**config.mk**
```make
export PLATFORM = sky130hd
export DESIGN_NAME = op_data_unit
export DESIGN_NICKNAME = d
export VERILOG_FILES = /design/src/rtl/op_data_pkg.sv /design/src/rtl/op_data_alu.sv /design/src/rtl/op_data_unit.sv
export SDC_FILE = /design/constraint.sdc
export NUM_CORES = 1
export LEC_CHECK = 0
export ABC_CLOCK_PERIOD_IN_PS = 2800
export CORE_MARGIN = 3
export CORE_UTILIZATION = 53
export CTS_BUF_LIST = sky130_fd_sc_hd__clkbuf_2
export DETAILED_ROUTE_END_ITERATION = 8
export MAX_ROUTING_LAYER = met4
export PLACE_DENSITY = 0.89
export SLEW_MARGIN = 20
export SYNTH_ARGS = -nofsm -noshare
export SYNTH_HDL_FRONTEND = slang
export SYNTH_HIERARCHICAL = 1
export SYNTH_SLANG_ARGS = --single-unit
```
**constraint.sdc**
```tcl
create_clock -name clk -period 2.8 [get_ports clk]
set_clock_uncertainty 0.1 [all_clocks]
set_input_delay 0.56 -clock clk [delete_from_list [all_inputs] [get_ports clk]]
set_output_delay 0.56 -clock clk [all_outputs]
set_load 0.01 [all_outputs]
```
**src/rtl/op_data_pkg.sv**
```systemverilog
// Shared encodings and default code-field positions for the op_data unit.
package op_data_pkg;

    typedef enum logic [1:0] {
        DATA_NOP = 2'd0,
        DATA_MOD = 2'd1,
        DATA_SET = 2'd2,
        DATA_GET = 2'd3
    } op_e;

    typedef enum logic {
        IDLE  = 1'b0,
        WRITE = 1'b1
    } state_e;

    localparam int F_PN_BIT  = 15;
    localparam int F_MEM_BIT = 13;
    localparam int IMM_LSB   = 4;

endpackage

```
**src/rtl/op_data_alu.sv**
```systemverilog
// Combinational result/flag generation for MOD/SET/GET.
// Optional clamping of MOD results is enabled by OP_DATA_SATURATE_EN.
module op_data_alu
    import op_data_pkg::*;
#(
    parameter int DATA_BITWIDTH = 8,
    parameter int CODE_BITWIDTH = 16,
    parameter int IMM_LSB       = op_data_pkg::IMM_LSB,
    parameter int IMM_BITWIDTH  = 8,
    parameter int F_PN_BIT      = op_data_pkg::F_PN_BIT,
    parameter int F_MEM_BIT     = op_data_pkg::F_MEM_BIT
) (
    input  op_e                      op,
    input  logic [CODE_BITWIDTH-1:0] code,
    input  logic [DATA_BITWIDTH-1:0] data,
    input  logic [DATA_BITWIDTH-1:0] in,
    output logic [DATA_BITWIDTH-1:0] res,
    output logic                     carry,
    output logic                     zero
);

    logic [IMM_BITWIDTH-1:0]  imm_raw;
    logic [DATA_BITWIDTH-1:0] imm;
    logic [DATA_BITWIDTH:0]   sum;
    logic [DATA_BITWIDTH-1:0] diff;
    logic                     unused_code;

    assign imm_raw     = code[IMM_LSB +: IMM_BITWIDTH];
    assign unused_code = ^code;

    generate
        if (IMM_BITWIDTH >= DATA_BITWIDTH) begin : g_imm_trunc
            assign imm = imm_raw[DATA_BITWIDTH-1:0];
        end else begin : g_imm_zext
            assign imm = {{(DATA_BITWIDTH-IMM_BITWIDTH){1'b0}}, imm_raw};
        end
    endgenerate

    assign sum  = {1'b0, data} + {1'b0, imm};
    assign diff = data - imm;

    // NOTE: outputs get defaults before the case so no path leaves them unassigned (no latches).
    always_comb begin
        res   = '0;
        carry = 1'b0;
        case (op)
            DATA_MOD: begin
                if (code[F_PN_BIT]) begin
                    res   = diff;
                    carry = (data < imm);
`ifdef OP_DATA_SATURATE_EN
                    if (carry) res = '0;
`endif
                end else begin
                    {carry, res} = sum;
`ifdef OP_DATA_SATURATE_EN
                    if (carry) res = '1;
`endif
                end
            end
            DATA_SET: res = code[F_MEM_BIT] ? data : imm;
            DATA_GET: res = in;
            default:  res = data;
        endcase
        zero = (res == '0);
    end

endmodule

```
**src/rtl/op_data_unit.sv**
```systemverilog
// Data-operation stage: op handshake, result/flag registers and acknowledged write-back.
// Build option OP_DATA_SATURATE_EN selects clamping MOD arithmetic in op_data_alu.
module op_data_unit
    import op_data_pkg::*;
#(
    parameter int DATA_BITWIDTH = 8,
    parameter int CODE_BITWIDTH = 16,
    parameter int IMM_LSB       = op_data_pkg::IMM_LSB,
    parameter int IMM_BITWIDTH  = 8,
    parameter int F_PN_BIT      = op_data_pkg::F_PN_BIT,
    parameter int F_MEM_BIT     = op_data_pkg::F_MEM_BIT,
    parameter int WR_TIMEOUT    = 15
) (
    input  logic                     clk,
    input  logic                     rst_n,
    input  logic                     op_valid,
    output logic                     op_ready,
    input  logic [1:0]               flag_op_data,
    input  logic                     flag_op_data_wr,
    input  logic [CODE_BITWIDTH-1:0] code,
    input  logic [DATA_BITWIDTH-1:0] data,
    input  logic [DATA_BITWIDTH-1:0] in,
    output logic [DATA_BITWIDTH-1:0] data_out,
    output logic                     data_wr,
    input  logic                     data_wr_ack,
    output logic                     flag_zero,
    output logic                     flag_carry,
    output logic                     err_timeout,
    input  logic                     err_clr
);

    localparam int CNT_W = $clog2(WR_TIMEOUT + 1);

    state_e                   state, state_d;
    logic [CNT_W-1:0]         wr_cnt;
    logic [DATA_BITWIDTH-1:0] alu_res;
    logic                     alu_carry;
    logic                     alu_zero;
    logic                     accept;
    logic                     timeout_hit;

    op_data_alu #(
        .DATA_BITWIDTH (DATA_BITWIDTH),
        .CODE_BITWIDTH (CODE_BITWIDTH),
        .IMM_LSB       (IMM_LSB),
        .IMM_BITWIDTH  (IMM_BITWIDTH),
        .F_PN_BIT      (F_PN_BIT),
        .F_MEM_BIT     (F_MEM_BIT)
    ) u_alu (
        .op    (op_e'(flag_op_data)),
        .code  (code),
        .data  (data),
        .in    (in),
        .res   (alu_res),
        .carry (alu_carry),
        .zero  (alu_zero)
    );

    assign op_ready = (state == IDLE);
    assign accept   = op_valid & op_ready;
    // Last cycle of the write window; an ack on the same edge takes priority.
    assign timeout_hit = (state == WRITE) & ~data_wr_ack &
                         (wr_cnt == CNT_W'(WR_TIMEOUT - 1));

    always_comb begin
        state_d = state;
        case (state)
            IDLE:    if (accept && flag_op_data_wr) state_d = WRITE;
            WRITE:   if (data_wr_ack || timeout_hit) state_d = IDLE;
            default: state_d = IDLE;
        endcase
    end

    // NOTE: non-blocking assignments so every register samples pre-edge values.
    always_ff @(posedge clk or negedge rst_n) begin
        if (!rst_n) begin
            state       <= IDLE;
            wr_cnt      <= '0;
            data_out    <= '0;
            data_wr     <= 1'b0;
            flag_zero   <= 1'b1;
            flag_carry  <= 1'b0;
            err_timeout <= 1'b0;
        end else begin
            state   <= state_d;
            data_wr <= (state_d == WRITE);

            if (accept && (op_e'(flag_op_data) != DATA_NOP)) begin
                data_out   <= alu_res;
                flag_zero  <= alu_zero;
                flag_carry <= alu_carry;
            end

            if (state == WRITE && !data_wr_ack) wr_cnt <= wr_cnt + CNT_W'(1);
            else                                wr_cnt <= '0;

            if (timeout_hit)  err_timeout <= 1'b1;
            else if (err_clr) err_timeout <= 1'b0;
        end
    end

endmodule

```
==> metrics.txt <==
Die Span Y 63.84 µm; All-Layer GR Usage 26.29%; CP Capture Type register; IO Pins 53; GPL Wtd Cong 0.9044; CP max stage cell clkdlybuf4s50_1; Ys Warns 6; DR pass1 iterations 5; main flop type after synthesis dfrtp_1; # setup viols final 1; outcome finished with violations; crit path cell chain clkdlybuf4s50_1 -> inv_1 -> ha_4 -> buf_4 -> nor3_1 -> o21ai_2 -> buf_4 -> a31oi_1 -> o21ai_0 -> a211oi_1 -> mux2_4; clk_lat worst skew 0.30 ns; # rows 20; die width 63.84 µm; Post-Synth Simple-Gate Area 18.91%; critical path's top delay family compound AO/OA/AOI/OAI gates; Nets 343; slowest cell delay on critical path 0.50 ns; peak supply drop 319.0 µV; Syn Area/Cell 8.821 µm²; ANT nets after route 0; fraction of the cycle the final worst path needs 104.5%; hold crit path type register to register; Syn Nets 261; Synth async-reset ratio 100.0%; DP Worst Slack -0.4222 ns; port buffer count 46; Final HPWL DP 4007 µm; most frequent CP cell buf_4; largest family of logic cells by synthesized area compound AO/OA/AOI/OAI gates; cts hold-fix bufs 0; Clock Tree Buf Depth 2; min Tclk post-route 2.927 ns; Wirelength per Cell 17.13 µm; Worst-path clk slew 0.17 ns; Mapped Cells 201; post-synthesis mux area share 11.29%; DR iter-0 viols 212; worst r2r src state$_DFF_PN0_; Netlist Area Pre-Place 1773 µm²; WS Path Type primary input to register; P_leak 1.217 nW; placed cell area 2500 µm²; share of cells above drive strength 1 26.95%; CP startpoint code[7]; Compound-Gate Fraction of Synth Area 23.57%; Layout Utilization 84.40%; Die ar. 4075 µm²; synth-to-layout area growth 48.91%; Post-synth EDFFs 0; CTS tree yes; total congestion overflow 0; ANT cells 0; Synth Area in XOR/XNOR 1.482%; Inserted Clock Buffers 3; worst hold start wr_cnt[0]$_DFF_PN0_; Starting Density 56.68%; Final Hold Vio Count 0; number of max-cap violations 0; fmax 341.6 MHz; first-pass GRT wire length 8362 µm; count of cell types in the netlist 54; DRC Markers 0; drt total wl 5585 µm; max-slew violation count 0; Adder-Cell Fraction of Synth Area 14.96%; H-tree lvl count 1; #FFs+latches synth 16; clock sink total 16; worst setup margin -0.1270 ns; Vias/cell 5.877; Slew headroom 51.61%; initial antenna violation count 0; vias 1916; crit path launch type primary input; largest net degree at the start of global routing 17; sequential area share after synthesis 22.65%; CTS root buffer clkbuf_2; worst endpoint required time 2.96 ns; Slew @ Worst Pin 0.7236 ns; Power per Cell Area 346.4 nW/µm²; CP Data Arrival Time 3.09 ns; failing checks negative setup slack; fin area 2640 µm²; worst-path fanout max 6; WP buf/inv 4; vias in the first global route 1817; Setup Total Neg Slack -0.1270 ns; Core Area 3128 µm²
## worst reg2reg max path: stages (launching register included)
cell     delay [ns]
dfrtp_1        0.42
inv_2          0.08
o211a_1        0.50
mux2_4         0.35
## metal layers
layer	global-route usage [%]	wire length (µm)	part of all wire, %
met1	31.98	2190	39
met2	45.68	2812	50
met3	4.921	398	7.1
met4	4.582	184	3.3
met5	-	0	0
## registers in the layout (all words and copies together), names as in the netlist
name	count
flag_zero	1
data_out	8
flag_carry	1
state	1
wr_cnt	4
err_timeout	1
## final cells by class
type	count	area (µm²)
Clock buffer	3	15.01
Fill cell	174	488.0
Multi-Input combinational cell	156	1330
Clock inverter	1	3.754
Inverter	20	75.07
Timing Repair Buffer	86	759.5
Sequential cell	16	401.6
Tap cell	44	55.05
## synth_stat cells, drive strengths merged (3+ instances only)
| cell type | number | area (µm²) |
|---|---|---|
| a211oi | 5 | 37.54 |
| a21oi | 7 | 35.03 |
| a22o | 4 | 35.03 |
| a22oi | 3 | 22.52 |
| buf | 7 | 43.79 |
| dfrtp | 15 | 375.4 |
| ha | 18 | 225.2 |
| inv | 20 | 75.07 |
| mux2 | 10 | 150.1 |
| mux2i | 5 | 50.05 |
| nand2 | 5 | 18.77 |
| nand2b | 7 | 43.79 |
| nand3 | 5 | 25.02 |
| nor2 | 19 | 71.32 |
| nor2b | 6 | 37.54 |
| nor3 | 8 | 45.04 |
| o211a | 3 | 30.03 |
| o21a | 3 | 22.52 |
| o21ai | 9 | 45.04 |
| o22ai | 3 | 18.77 |
## where the power goes
group | switching (mW) | internal (mW) | total, mW
Clock | 0.0755 | 0.0310 | 0.107
Sequential | 0.0227 | 0.269 | 0.291
Combinational | 0.221 | 0.295 | 0.517
## path summary, 6_finish.rpt
path | cells past startpoint | slack (ns) | to
min reg2reg | 1 | 0.41 | wr_cnt[0]$_DFF_PN0_
min in group asynchronous | 1 | 0.56 | wr_cnt[3]$_DFF_PN0_
max reg2reg | 3 | 1.25 | data_out[0]$_DFFE_PN0P_
max in group asynchronous | 1 | 1.56 | data_out[1]$_DFFE_PN0P_
min | 1 | 0.41 | wr_cnt[0]$_DFF_PN0_
max | 11 | -0.13 | flag_carry$_DFFE_PN0P_
## metrics by stage
step	hold WS (ns)	instances	total power, mW
after floorplan	0.1644	201	0.5358
after global placement	0.3764	317	0.7516
after detailed placement	0.3808	317	0.7665
after CTS	0.4043	321	0.8810
after global routing	0.4505	326	0.9671
final	0.4137	326	0.9145
## cell usage in the layout (no fill, tap or decap), types with 6 or more instances in the layout
master and n:
nand2b_1 7, dfrtp_1 15, ha_1 12, o21ai_0 7, nor3_1 7, mux2_4 10, clkdlybuf4s50_1 42, inv_1 17
nor2_1 19, buf_4 40, a21oi_1 6
## cell families after synthesis
logic type | Yosys count
mux | 15
fa+ha+maj | 20
compound gates | 56
simple gates | 62
buf+inv | 29
flops | 16
xor+xnor | 3
## what timing repair did
item,4_1_cts,5_1_grt
pin swaps,3,6
buffers inserted,0,5
endpoints found under the setup margin,2,3
cloned,0,0
gates resized for setup,12,11
(Power assumes the default switching activity.)
